### config.mk
export PLATFORM = sky130hd
export DESIGN_NAME = arbiter_rr_n
export DESIGN_NICKNAME = d
export VERILOG_FILES = /design/src/rtl/arbiter_rr_n.sv
export SDC_FILE = /design/constraint.sdc
export NUM_CORES = 1
export LEC_CHECK = 0
export BUFFER_PORTS_ARGS = -buffer_cell sky130_fd_sc_hd__buf_2
export CAP_MARGIN = 5
export CORE_AREA = 2 2 47 49
export CTS_CLUSTER_DIAMETER = 60
export CTS_CLUSTER_SIZE = 8
export DETAILED_ROUTE_END_ITERATION = 12
export DIE_AREA = 0 0 49 51
export PLACE_DENSITY = 0.71
export REMOVE_ABC_BUFFERS = 1
export SYNTH_ARGS = -nofsm -noshare
export SYNTH_HDL_FRONTEND = slang
export SYNTH_SLANG_ARGS = --single-unit
export TNS_END_PERCENT = 1
### constraint.sdc
create_clock -name clk -period 3.25 [get_ports clk]
set_input_delay 0.65 -clock clk [delete_from_list [all_inputs] [get_ports clk]]
set_output_delay 0.65 -clock clk [all_outputs]
set_load 0.01 [all_outputs]
### src/rtl/arbiter_rr_n.sv
// arbiter_rr_n: N-requester round-robin / fixed-priority arbiter with
// registered one-hot grant and bounded grant hold.
module arbiter_rr_n #(
  parameter  int unsigned N        = 4,
  parameter  int unsigned MAX_HOLD = 4,
  localparam int unsigned IDW      = (N > 2) ? $clog2(N) : 1
) (
  input  logic           clk,
  input  logic           rst_n,
  input  logic [N-1:0]   req,
  input  logic           mode_fixed,
  output logic [N-1:0]   gnt,
  output logic           gnt_valid,
  output logic [IDW-1:0] gnt_id
);

  localparam int unsigned HCW       = (MAX_HOLD == 0) ? 1 : $clog2(MAX_HOLD + 1);
  localparam int unsigned HOLD_LAST = (MAX_HOLD == 0) ? 0 : MAX_HOLD - 1;

  logic [IDW-1:0] ptr;
  logic [HCW-1:0] hcnt;

  logic [N-1:0]   arb_vec;
  logic           do_arb;
  logic           keep;
  logic           regrant;
  logic           hold_req;
  logic [N-1:0]   others;
  logic           at_limit;

  logic           win_found;
  logic [IDW-1:0] win_id;
  int             idx;

  logic [N-1:0]   gnt_n;
  logic           gnt_valid_n;
  logic [IDW-1:0] gnt_id_n;
  logic [IDW-1:0] ptr_n;
  logic [HCW-1:0] hcnt_n;

  // Rotation pointer successor, wrapping N-1 back to 0.
  function automatic logic [IDW-1:0] ptr_after(input logic [IDW-1:0] x);
    return (x == IDW'(N - 1)) ? '0 : x + IDW'(1);
  endfunction

  // Decide what this edge does: arbitrate, keep the holder, or re-grant it.
  always_comb begin
    arb_vec  = '0;
    do_arb   = 1'b0;
    keep     = 1'b0;
    regrant  = 1'b0;
    hold_req = |(req & gnt);
    others   = req & ~gnt;
    at_limit = (MAX_HOLD != 0) && (hcnt == HCW'(HOLD_LAST));
    if (!gnt_valid) begin
      arb_vec = req;
      do_arb  = 1'b1;
    end else if (!hold_req) begin
      arb_vec = others;
      do_arb  = 1'b1;
    end else if (!at_limit) begin
      keep = 1'b1;
    end else if (|others) begin
      arb_vec = others;
      do_arb  = 1'b1;
    end else begin
      regrant = 1'b1;
    end
  end

  // Pick the winner from arb_vec; downward scans leave the best candidate last.
  always_comb begin
    win_found = 1'b0;
    win_id    = '0;
    idx       = 0;
    if (mode_fixed) begin
      for (int i = int'(N) - 1; i >= 0; i--) begin
        if (arb_vec[i]) begin
          win_found = 1'b1;
          win_id    = IDW'(i);
        end
      end
    end else begin
      for (int k = int'(N) - 1; k >= 0; k--) begin
        idx = int'(ptr) + k;
        if (idx >= int'(N)) idx = idx - int'(N);
        if (arb_vec[idx]) begin
          win_found = 1'b1;
          win_id    = IDW'(idx);
        end
      end
    end
  end

  // Next grant, pointer and hold-count values.
  always_comb begin
    gnt_n       = gnt;
    gnt_valid_n = gnt_valid;
    gnt_id_n    = gnt_id;
    ptr_n       = ptr;
    hcnt_n      = hcnt;
    if (do_arb) begin
      hcnt_n = '0;
      if (win_found) begin
        gnt_n       = {{(N-1){1'b0}}, 1'b1} << win_id;
        gnt_valid_n = 1'b1;
        gnt_id_n    = win_id;
        if (!mode_fixed) ptr_n = ptr_after(win_id);
      end else begin
        gnt_n       = '0;
        gnt_valid_n = 1'b0;
        gnt_id_n    = '0;
      end
    end else if (keep) begin
      if (MAX_HOLD != 0) hcnt_n = hcnt + HCW'(1);
    end else if (regrant) begin
      hcnt_n = '0;
      if (!mode_fixed) ptr_n = ptr_after(gnt_id);
    end
  end

  // State and output registers.
  always_ff @(posedge clk or negedge rst_n) begin
    if (!rst_n) begin
      gnt       <= '0;
      gnt_valid <= 1'b0;
      gnt_id    <= '0;
      ptr       <= '0;
      hcnt      <= '0;
    end else begin
      gnt       <= gnt_n;
      gnt_valid <= gnt_valid_n;
      gnt_id    <= gnt_id_n;
      ptr       <= ptr_n;
      hcnt      <= hcnt_n;
    end
  end

endmodule

==> run_results.csv <==
group,metric,value,unit
synth,ys_top_cells_by_area,"dfrtp_1, ha_1, nand2_1",
synth,ys_ff_latch,12,
timing,maxSlewHeadroom,59.66,%
placement,placed_area,938.4,sq um
global_routing,grt_antenna_before_repair,0,
synth,synth_most_common_cell,"dfrtp_1",
floorplanning,row_count,17,
timing,worst_pin_slew,605.1,ps
finish,final_cells,132,
synth,yosys-top-cells-count,"dfrtp_1, nand2_1, ha_1",
timing,period_needed,2759,ps
synth,async_flop_share,100.0,%
detailed_routing,wl_per_cell,13.17,um
finish,antenna_cells,0,
min_path,min_path_type,"input port to async pin",
finish,drive_above_1_share,27.88,%
synth,yosysSeqAreaShare,35.82,%
floorplanning,dieArea,0.002499,sq mm
clocking,clkSinkCount,12,
worst_setup_path,reg2reg_depth,8,
synth,synth-edff-count,0,
placement,place_inst,128,
synth,avgSynthCellArea,9.636,sq um
timing,finalMaxSlewViolations,0,
clocking,cts_tree,"done",
synth,yosysUniqueCellTypes,35,
timing,hold_viol,0,
detailed_routing,routed_via_density,5.447,
clocking,root_buffer,"clkbuf_4",
timing,setup_viol,0,
finish,n_fill_cell,215,
global_routing,grt_pass1_vias,619,
flow_run,max-cap-violations,0,
worst_setup_path,worstPathArrival,2910,ps
floorplanning,ios,14,
timing,rsz0062_at_grt,"no",
clocking,post-cts-setup-buffers,0,
clocking,clock_path_buffers,2,
timing,final.setup.tns,0,ps
synth,synthFlopType,"dfrtp_1",
run_status,status,"finished, final reports clean",
finish,syn_to_final_growth,16.27,%
global_routing,grt_pass1_wl,2.842,mm
detailed_routing,antenna_left,0,
floorplanning,die_h,51,um
placement,dp_hpwl,1.424,mm
global_routing,grt_max_degree,13,
worst_setup_path,reg2reg_from,"gnt[1]",
detailed_routing,num_vias,719,
clocking,clock_latency,270,ps
synth,synthCells,87,
synth,synthDominantCellAreaShare,35.82,%
detailed_routing,drt_wl_total,1.738,mm
finish,nets,119,
clocking,hold_buffers,0,
clocking,clk_pin_slew,80,ps
power_and_ir_drop,peakVddDrop,0.0004970,V
timing,post-route-period-util,84.89,%
floorplanning,die_w,49,um
worst_setup_path,setup.worst_path.end_class,"flip-flop",
floorplanning,initial_utilization,40.63,%
worst_setup_path,rrSetupSlack,530,ps
worst_setup_path,rr_endpoint,"gnt[2]",
floorplanning,design.core.area,0.002063,sq mm
finish,seq_area,300.3,sq um
finish,multi_input_area,515.5,sq um
timing,fmax,362.5,MHz
clocking,cts_htree_levels,1,
detailed_routing,drt_iter0_drc,23,
worst_setup_path,crit_type,"input port to flip-flop",
detailed_routing,drcViolationCount,0,
synth,synth_area_leader_cell,"dfrtp_1",
worst_setup_path,path_max_fanout,9,
worst_setup_path,cp.required,3400,ps
timing,fin_skew,4.210,ps
synth,yosysWarningCount,0,
synth,syn_area,838.3,sq um
finish,fin_area,974.7,sq um
placement,routabilityCongestion,0.8456,
placement,io_buffers,13,
power_and_ir_drop,leakage,0.4741,nW
clocking,cts_resized,0,
global_routing,overflow,0,
detailed_routing,first_pass_iters,4,
power_and_ir_drop,cellPowerDensity,957.0,mW/mm^2
clocking,cts_buffers,3,
global_routing,grt_usage,14.97,%
worst_setup_path,critPathLaunchType,"input port",
placed cells by master, fill, tap and decap left out, types with 3 or more instances in the layout:
cell and n:
buf_2 13, dfrtp_1 12, nand2_1 10, ha_1 7, inv_1 6, nor2_1 6, a21oi_1 4, a22o_1 4
nand3_1 3, nor2b_1 3, clkbuf_4 3
flip-flops by register name, summed over array words and instances, names as in the netlist:
signal	flops
gnt	4
hcnt	3
gnt_id	2
gnt_valid	1
ptr	2
layer usage:
| layer | vias to the layer above | part of all wire, % | global-route usage, % | wire (um) |
|---|---|---|---|---|
| met5 | - | 0 | 0 | 0 |
| met4 | 0 | 0.86 | 8.571 | 15 |
| met3 | 2 | 5.4 | 1.754 | 94 |
| met2 | 19 | 45 | 22.37 | 776 |
| met1 | 344 | 49 | 20.96 | 852 |
| li1 | 354 | - | - | - |
logic make-up after synthesis:
group,Yosys count,synth area share [%]
compound gates,31,32.39
simple gates,30,17.46
flops,12,35.82
fa+ha+maj,7,10.45
buf+inv,6,2.686
mux,1,1.194
report_power, final:
group	internal (mW)	total (mW)	switching, mW
Sequential	0.212	0.283	0.0711
Combinational	0.235	0.535	0.300
Clock	0.0680	0.115	0.0473
Total	0.515	0.933	0.418
worst max-delay path, stage by stage:
cell and delay (ps):
buf_2 120, a222oi_1 570, a21oi_2 250, nor3_1 250
o22ai_1 170, a211oi_4 360, inv_1 120, ha_1 220
a22o_1 200
how the worst max path moves through the flow:
stage            from  endpoint  slack [ps]  cells after the start
2_1_floorplan  req[1]    gnt[0]         630                      8
3_3_place_gp   req[1]    ptr[1]         310                      9
3_5_place_dp   req[1]    gnt[2]         250                      9
4_1_cts        req[1]    gnt[2]         520                      9
5_1_grt        gnt[1]    ptr[1]         340                      8
6_report       req[1]    gnt[2]         490                      9
area by class of cell:
type                       count  area share [%]
multi-input combinational     69           52.89
timing repair buffer          13           6.675
inverter                       6           2.311
tap                           28           3.594
clock buffer                   4           3.723
sequential                    12           30.81
per-stage QoR:
step | util (%) | hold slack (ps) | worst slack [ps] | total power [mW]
floorplan | - | 354.4 | 633.5 | 0.6786
global placement | 45.48 | 444.6 | 306.1 | 0.8119
detailed placement | 45.48 | 442.4 | 251.8 | 0.8213
CTS | 47.24 | 242.5 | 519.7 | 0.9407
global route | 47.24 | 254.7 | 341.0 | 1.015
finish | 47.24 | 242.1 | 491.0 | 0.9328
Note: power is estimated with default switching activity, not from simulation.
